## src/rtl/uart_stim_tx.sv

```systemverilog
// uart_stim_tx
// Bench-side UART transmitter. Bytes written into an internal FIFO are sent
// LSB first as 8 data bits, with optional even/odd parity and 1 or 2 stop
// bits. Every bit lasts BAUD_DIV clocks. Frames are sent back to back while
// the FIFO holds data.
//
// Ports:
//   clk        system clock, rising edge
//   rst_n      synchronous active-low reset
//   wr_en_i    byte write strobe; accepted when full_o is low
//   wr_data_i  byte to transmit
//   full_o     FIFO full (registered)
//   empty_o    FIFO empty (registered)
//   level_o    FIFO occupancy (registered)
//   busy_o     high while a frame is on the line
//   ovf_o      sticky overflow: a write arrived while full_o was high
//   tx_o       serial line output (registered), idles high
module uart_stim_tx #(
    parameter int unsigned BAUD_DIV  = 434,
    parameter int unsigned FIFO_AW   = 4,
    parameter int unsigned PARITY    = 0,
    parameter int unsigned STOP_BITS = 1
) (
    input  logic             clk,
    input  logic             rst_n,
    input  logic             wr_en_i,
    input  logic [7:0]       wr_data_i,
    output logic             full_o,
    output logic             empty_o,
    output logic [FIFO_AW:0] level_o,
    output logic             busy_o,
    output logic             ovf_o,
    output logic             tx_o
);

    localparam int unsigned DEPTH       = 1 << FIFO_AW;
    localparam logic [15:0] BAUD_RELOAD = 16'(BAUD_DIV - 1);
    localparam logic [2:0]  LAST_STOP   = 3'(STOP_BITS - 1);

    typedef enum logic [2:0] {IDLE, START, DATA, PAR, STOP} state_t;

    state_t           state;
    logic [7:0]       mem [DEPTH];
    logic [FIFO_AW:0] wr_ptr, rd_ptr, wr_ptr_nx, rd_ptr_nx;
    logic [15:0]      baud_cnt;
    logic [2:0]       bit_idx;
    logic [7:0]       shift_q;
    logic             par_q;
    logic [7:0]       head;
    logic             do_wr, do_pop, bit_done, stop_done;

    assign head      = mem[rd_ptr[FIFO_AW-1:0]];
    assign bit_done  = (baud_cnt == '0);
    assign stop_done = (state == STOP) && bit_done && (bit_idx == LAST_STOP);

    // Both decisions use the registered flags, so a write that lands on a
    // full FIFO is dropped even if a pop frees a slot on the same edge.
    assign do_wr  = wr_en_i && !full_o;
    assign do_pop = !empty_o && ((state == IDLE) || stop_done);

    always_comb begin
        wr_ptr_nx = wr_ptr + {{FIFO_AW{1'b0}}, do_wr};
        rd_ptr_nx = rd_ptr + {{FIFO_AW{1'b0}}, do_pop};
    end

    always_ff @(posedge clk) begin
        if (do_wr) begin
            mem[wr_ptr[FIFO_AW-1:0]] <= wr_data_i;
        end
    end

    // Flags are computed from the next pointers so they are valid on the
    // edge after the write/pop that changes them.
    always_ff @(posedge clk) begin
        if (!rst_n) begin
            wr_ptr  <= '0;
            rd_ptr  <= '0;
            full_o  <= 1'b0;
            empty_o <= 1'b1;
            level_o <= '0;
            ovf_o   <= 1'b0;
        end else begin
            wr_ptr  <= wr_ptr_nx;
            rd_ptr  <= rd_ptr_nx;
            full_o  <= (wr_ptr_nx[FIFO_AW] != rd_ptr_nx[FIFO_AW]) &&
                       (wr_ptr_nx[FIFO_AW-1:0] == rd_ptr_nx[FIFO_AW-1:0]);
            empty_o <= (wr_ptr_nx == rd_ptr_nx);
            level_o <= wr_ptr_nx - rd_ptr_nx;
            if (wr_en_i && full_o) begin
                ovf_o <= 1'b1;
            end
        end
    end

    always_ff @(posedge clk) begin
        if (!rst_n) begin
            state    <= IDLE;
            tx_o     <= 1'b1;
            busy_o   <= 1'b0;
            baud_cnt <= '0;
            bit_idx  <= '0;
            shift_q  <= '0;
            par_q    <= 1'b0;
        end else begin
            case (state)
                IDLE: begin
                    tx_o <= 1'b1;
                    if (do_pop) begin
                        shift_q  <= head;
                        par_q    <= (PARITY == 2) ? ~(^head) : ^head;
                        baud_cnt <= BAUD_RELOAD;
                        tx_o     <= 1'b0;
                        busy_o   <= 1'b1;
                        state    <= START;
                    end
                end
                START: begin
                    if (bit_done) begin
                        baud_cnt <= BAUD_RELOAD;
                        bit_idx  <= '0;
                        tx_o     <= shift_q[0];
                        state    <= DATA;
                    end else begin
                        baud_cnt <= baud_cnt - 16'd1;
                    end
                end
                DATA: begin
                    if (bit_done) begin
                        baud_cnt <= BAUD_RELOAD;
                        if (bit_idx == 3'd7) begin
                            bit_idx <= '0;
                            if (PARITY != 0) begin
                                tx_o  <= par_q;
                                state <= PAR;
                            end else begin
                                tx_o  <= 1'b1;
                                state <= STOP;
                            end
                        end else begin
                            // Shift register keeps the next bit in position 1.
                            bit_idx <= bit_idx + 3'd1;
                            tx_o    <= shift_q[1];
                            shift_q <= {1'b0, shift_q[7:1]};
                        end
                    end else begin
                        baud_cnt <= baud_cnt - 16'd1;
                    end
                end
                PAR: begin
                    if (bit_done) begin
                        baud_cnt <= BAUD_RELOAD;
                        bit_idx  <= '0;
                        tx_o     <= 1'b1;
                        state    <= STOP;
                    end else begin
                        baud_cnt <= baud_cnt - 16'd1;
                    end
                end
                STOP: begin
                    if (bit_done) begin
                        baud_cnt <= BAUD_RELOAD;
                        if (bit_idx == LAST_STOP) begin
                            bit_idx <= '0;
                            if (do_pop) begin
                                // Back-to-back: next start bit with no idle gap.
                                shift_q <= head;
                                par_q   <= (PARITY == 2) ? ~(^head) : ^head;
                                tx_o    <= 1'b0;
                                state   <= START;
                            end else begin
                                busy_o <= 1'b0;
                                state  <= IDLE;
                            end
                        end else begin
                            bit_idx <= bit_idx + 3'd1;
                        end
                    end else begin
                        baud_cnt <= baud_cnt - 16'd1;
                    end
                end
                default: begin
                    state <= IDLE;
                    tx_o  <= 1'b1;
                end
            endcase
        end
    end

endmodule

```

## config.mk

```make
export PLATFORM = sky130hd
export DESIGN_NAME = uart_stim_tx
export DESIGN_NICKNAME = d
export VERILOG_FILES = /design/src/rtl/uart_stim_tx.sv
export SDC_FILE = /design/constraint.sdc
export NUM_CORES = 1
export LEC_CHECK = 0
export CORE_MARGIN = 8
export CORE_UTILIZATION = 35
export CTS_CLUSTER_SIZE = 25
export DETAILED_ROUTE_END_ITERATION = 16
export SLEW_MARGIN = 0
export SYNTH_ARGS = -nofsm -noshare
export SYNTH_HDL_FRONTEND = slang
export SYNTH_SLANG_ARGS = --single-unit
```

## constraint.sdc

```tcl
create_clock -name clk -period 3.72 [get_ports clk]
set_input_delay 0.558 -clock clk [delete_from_list [all_inputs] [get_ports clk]]
set_output_delay 0.558 -clock clk [all_outputs]
set_load 0.01 [all_outputs]
```

==> impl_metrics.tcl <==
set metrics [dict create \
    postSynthCellCount 500 \
    fin_tns_setup_ns 0 \
    drive_above_1_share_pct 18.2 \
    timing.hold.ws_ns 0.481 \
    synth_async_sr_flop_share_pct 0 \
    clock-sinks 178 \
    p_per_area_nw_per_um2 675 \
    synth_fp_nets 521 \
    crit_buf_inv 1 \
    setup_bufs_post_cts 0 \
    dp_worst_setup_slack_ns 0.304 \
    cts_tree "built" \
    clock_tree.buffer_depth 2 \
    finClkSkew_ns 0.00799 \
    chipWidth_um 162 \
    cts.root.buffer_cell "sky130_fd_sc_hd__clkbuf_16" \
    post-synth-top-area-fraction_pct 51.8 \
    clock_latency_on_the_worst_skew_pair_ns 0.43 \
    area_growth_syn_to_layout_pct 16.2 \
    clkSlewWorstSetupHoldPaths_ns 0.07 \
    core_um2 20900 \
    yosys_warnings 0 \
    grt_max_degree 34 \
    maxCapViolCount 0 \
    finalWorstSetupSlack_ns 0.280 \
    detail_route.drc_violations 0 \
    finish.net_count 553 \
    grt_remaining_overflow 0 \
    crit_fanout 4 \
    fillCellCount 1896 \
    holdBufCountCts 0 \
    power.total_mw 5.82 \
    worst_setup_path_start_kind "register" \
    syn_area_um2 7420 \
    netlist_top_cells_area "sky130_fd_sc_hd__edfxtp_1 52%, sky130_fd_sc_hd__dfxtp_1 13%, sky130_fd_sc_hd__mux4_2 11%" \
    detailed_place_hpwl_um 9780 \
    final.period_utilization_pct 92.5 \
    setup_viol 0 \
    initial_utilization_pct 35.5 \
    synth_area_per_cell_um2 14.8 \
    timing.max_slew.rel_slack_pct 43.5 \
    tightestPinTransition_ns 0.844 \
    min_path_type "reg -> reg" \
    tritoncts.num_buffers 17 \
    grt_first_pass_wirelength_um 23800 \
    port-buffer-count 20 \
    viasPerCell 5.13 \
    static_leakage_nw 2.81 \
    ys_ff_latch 178 \
    grt_pass1_vias 4385 \
    crit_required_ns 4.07 \
    detail_route.wirelength_um 14800 \
    row_count 53 \
    timing_hold_violations_final 0 \
    critical-path-max-stage-delay_ns 0.48 \
    n_antenna_cell 0 \
    fmax_mhz 291 \
    die-height_um 162 \
    initialDrtViolationCount 254 \
    route.vias.total 4205 \
    avgRoutedWirePerCell_um 18.0 \
    cts.repair.resized 0 \
    routabilityCongestion 0.790 \
    number_of_antenna_violations_at_the_first_check_in_global_routing 0 \
    synth_flop_cell "sky130_fd_sc_hd__edfxtp_1" \
    timing.critical_path.mode_cell "sky130_fd_sc_hd__ha_1" \
    outcome "complete, no violations" \
    timing.critical_path.max_delay_family "simple AND/OR/NAND/NOR gates" \
    setup_repair_after_global_routing_missed_its_margin "no" \
    ioPinCount 21 \
    final_core_util_pct 41.3 \
    crit_path_cell_trace "inv_1 -> ha_1 -> or4b_4 -> nor4_2 -> nand2_1 -> a21oi_1 -> ha_1 -> ha_1 -> xnor2_1 -> ha_1 -> a21oi_1 -> a221o_1 -> and3_1 -> nor3_1" \
    dr.pass1.iters 4 \
    floorplan.die_area_um2 26100 \
    vdd_ir_drop_max_mv 0.353 \
    cpMaxStageDelayCell "sky130_fd_sc_hd__or4b_4" \
    detail-route-antenna-nets 0 \
    crit_end_element "register" \
    setup.worst_path.class "reg -> reg" \
    gr-usage-all-layers_pct 11.8 \
    timing.final.max_slew_violations 0 \
    synthDominantAreaCellType "sky130_fd_sc_hd__edfxtp_1" \
    htree_depth 4 \
    synth_enable_flop_cells 128 \
    final_period_minus_worst_setup_slack_ns 3.44 \
    worstPathArrival_ns 3.79 \
    synth.yosys.seq_area_share_pct 65.3 \
    synth.distinct_cells 52 \
]
[final timing paths]
path,cells after the start,to,startpoint,slack (ns)
hold / removal,2,ovf_o,ovf_o,0.48
setup / recovery,14,level_o[4],baud_cnt[0],0.28
hold reg to reg,2,ovf_o,ovf_o,0.48
setup reg to reg,14,level_o[4],baud_cnt[0],0.28
[registers in the layout (all words and copies together), names as in the netlist]
register  flops
level_o       5
shift_q       8
bit_idx       3
mem         128
rd_ptr        5
ovf_o         1
empty_o       1
state         3
baud_cnt     16
tx_o          1
wr_ptr        5
full_o        1
busy_o        1
[power by group]
| part | switching, mW | internal (mW) |
|---|---|---|
| Sequential | 0.132 | 2.30 |
| Clock | 0.791 | 1.08 |
| Combinational | 0.813 | 0.706 |
| Total | 1.74 | 4.09 |
[stage by stage]
step | std cells | cell area [µm²]
global route | 820 | 8620
global placement | 788 | 8000
floorplan | 500 | 7420
CTS | 820 | 8620
finish | 820 | 8620
detailed placement | 788 | 8000
[cell type report]
type / count / area (µm²) / area share [%]
timing repair buffer: 38 / 348 / 4.03
clock buffer: 17 / 425 / 4.93
sequential: 178 / 4850 / 56.2
multi-input combinational: 283 / 2410 / 28.0
tap: 275 / 344 / 3.99
clock inverter: 15 / 194 / 2.25
inverter: 14 / 52.6 / 0.609
[cell usage in the layout, fill, tap and decap left out, drive strengths merged, types with 2 or more instances in the layout]
| cell type | netlist | final |
|---|---|---|
| xor2 | 17 | 17 |
| clkdlybuf4s50 | 0 | 20 |
| dfxtp | 50 | 50 |
| o31ai | 3 | 3 |
| or4b | 2 | 2 |
| bufinv | 0 | 3 |
| clkbuf | 16 | 17 |
| nor3b | 2 | 2 |
| a221oi | 2 | 2 |
| o21ai | 8 | 8 |
| nor2 | 54 | 54 |
| or4 | 4 | 4 |
| a21oi | 25 | 25 |
| o311ai | 2 | 2 |
| o21a | 3 | 3 |
| nor3 | 10 | 10 |
| xnor2 | 10 | 10 |
| ha | 10 | 10 |
| and3 | 2 | 2 |
| nand3 | 15 | 15 |
| nand2b | 5 | 5 |
| inv | 14 | 21 |
| nand3b | 4 | 4 |
| mux2i | 11 | 11 |
| mux4 | 37 | 37 |
| a211oi | 9 | 9 |
| and2 | 6 | 6 |
| a31oi | 3 | 3 |
| nand2 | 18 | 18 |
| and4 | 2 | 2 |
| buf | 9 | 18 |
| o211ai | 3 | 3 |
| nor2b | 4 | 4 |
| or2 | 2 | 2 |
| edfxtp | 128 | 128 |
| clkinv | 0 | 4 |
[worst register-to-register path, cell delays in order, from the launching register on]
cell                      delay [ns]
sky130_fd_sc_hd__dfxtp_1        0.33
sky130_fd_sc_hd__inv_1          0.06
sky130_fd_sc_hd__ha_1           0.18
sky130_fd_sc_hd__or4b_4         0.48
sky130_fd_sc_hd__nor4_2         0.34
sky130_fd_sc_hd__nand2_1        0.16
sky130_fd_sc_hd__a21oi_1        0.19
sky130_fd_sc_hd__ha_1           0.20
sky130_fd_sc_hd__ha_1           0.28
sky130_fd_sc_hd__xnor2_1        0.24
sky130_fd_sc_hd__ha_1           0.19
sky130_fd_sc_hd__a21oi_1        0.06
sky130_fd_sc_hd__a221o_1        0.34
sky130_fd_sc_hd__and3_1         0.18
sky130_fd_sc_hd__nor3_1         0.14
[kinds of logic after synthesis]
group                    after synthesis  share of synthesized area, %
AO/OA/AOI/OAI                         63                          5.67
AND/OR/NAND/NOR                      135                          9.26
flip-flops                           178                          65.3
XOR/XNOR                              27                          3.19
adder cells (fa/ha/maj)               10                          1.69
buffers and inverters                 39                          2.21
multiplexers                          48                          12.7
[layer usage]
metal	up-vias	GRT usage, %	routed length (µm)
met4	0	4.17	186
met1	2118	14.9	6660
li1	1967	-	-
met3	13	3.23	754
met2	107	19.2	7170
met5	-	0	0
[Yosys cell counts, drive strengths merged (8+ instances only)]
master,instances
a211oi,9
a21oi,25
buf,9
clkbuf,16
dfxtp,50
edfxtp,128
ha,10
inv,14
mux2i,11
mux4,37
nand2,18
nand3,15
nor2,54
nor3,10
o21ai,8
xnor2,10
xor2,17
(Power assumes the default switching activity.)
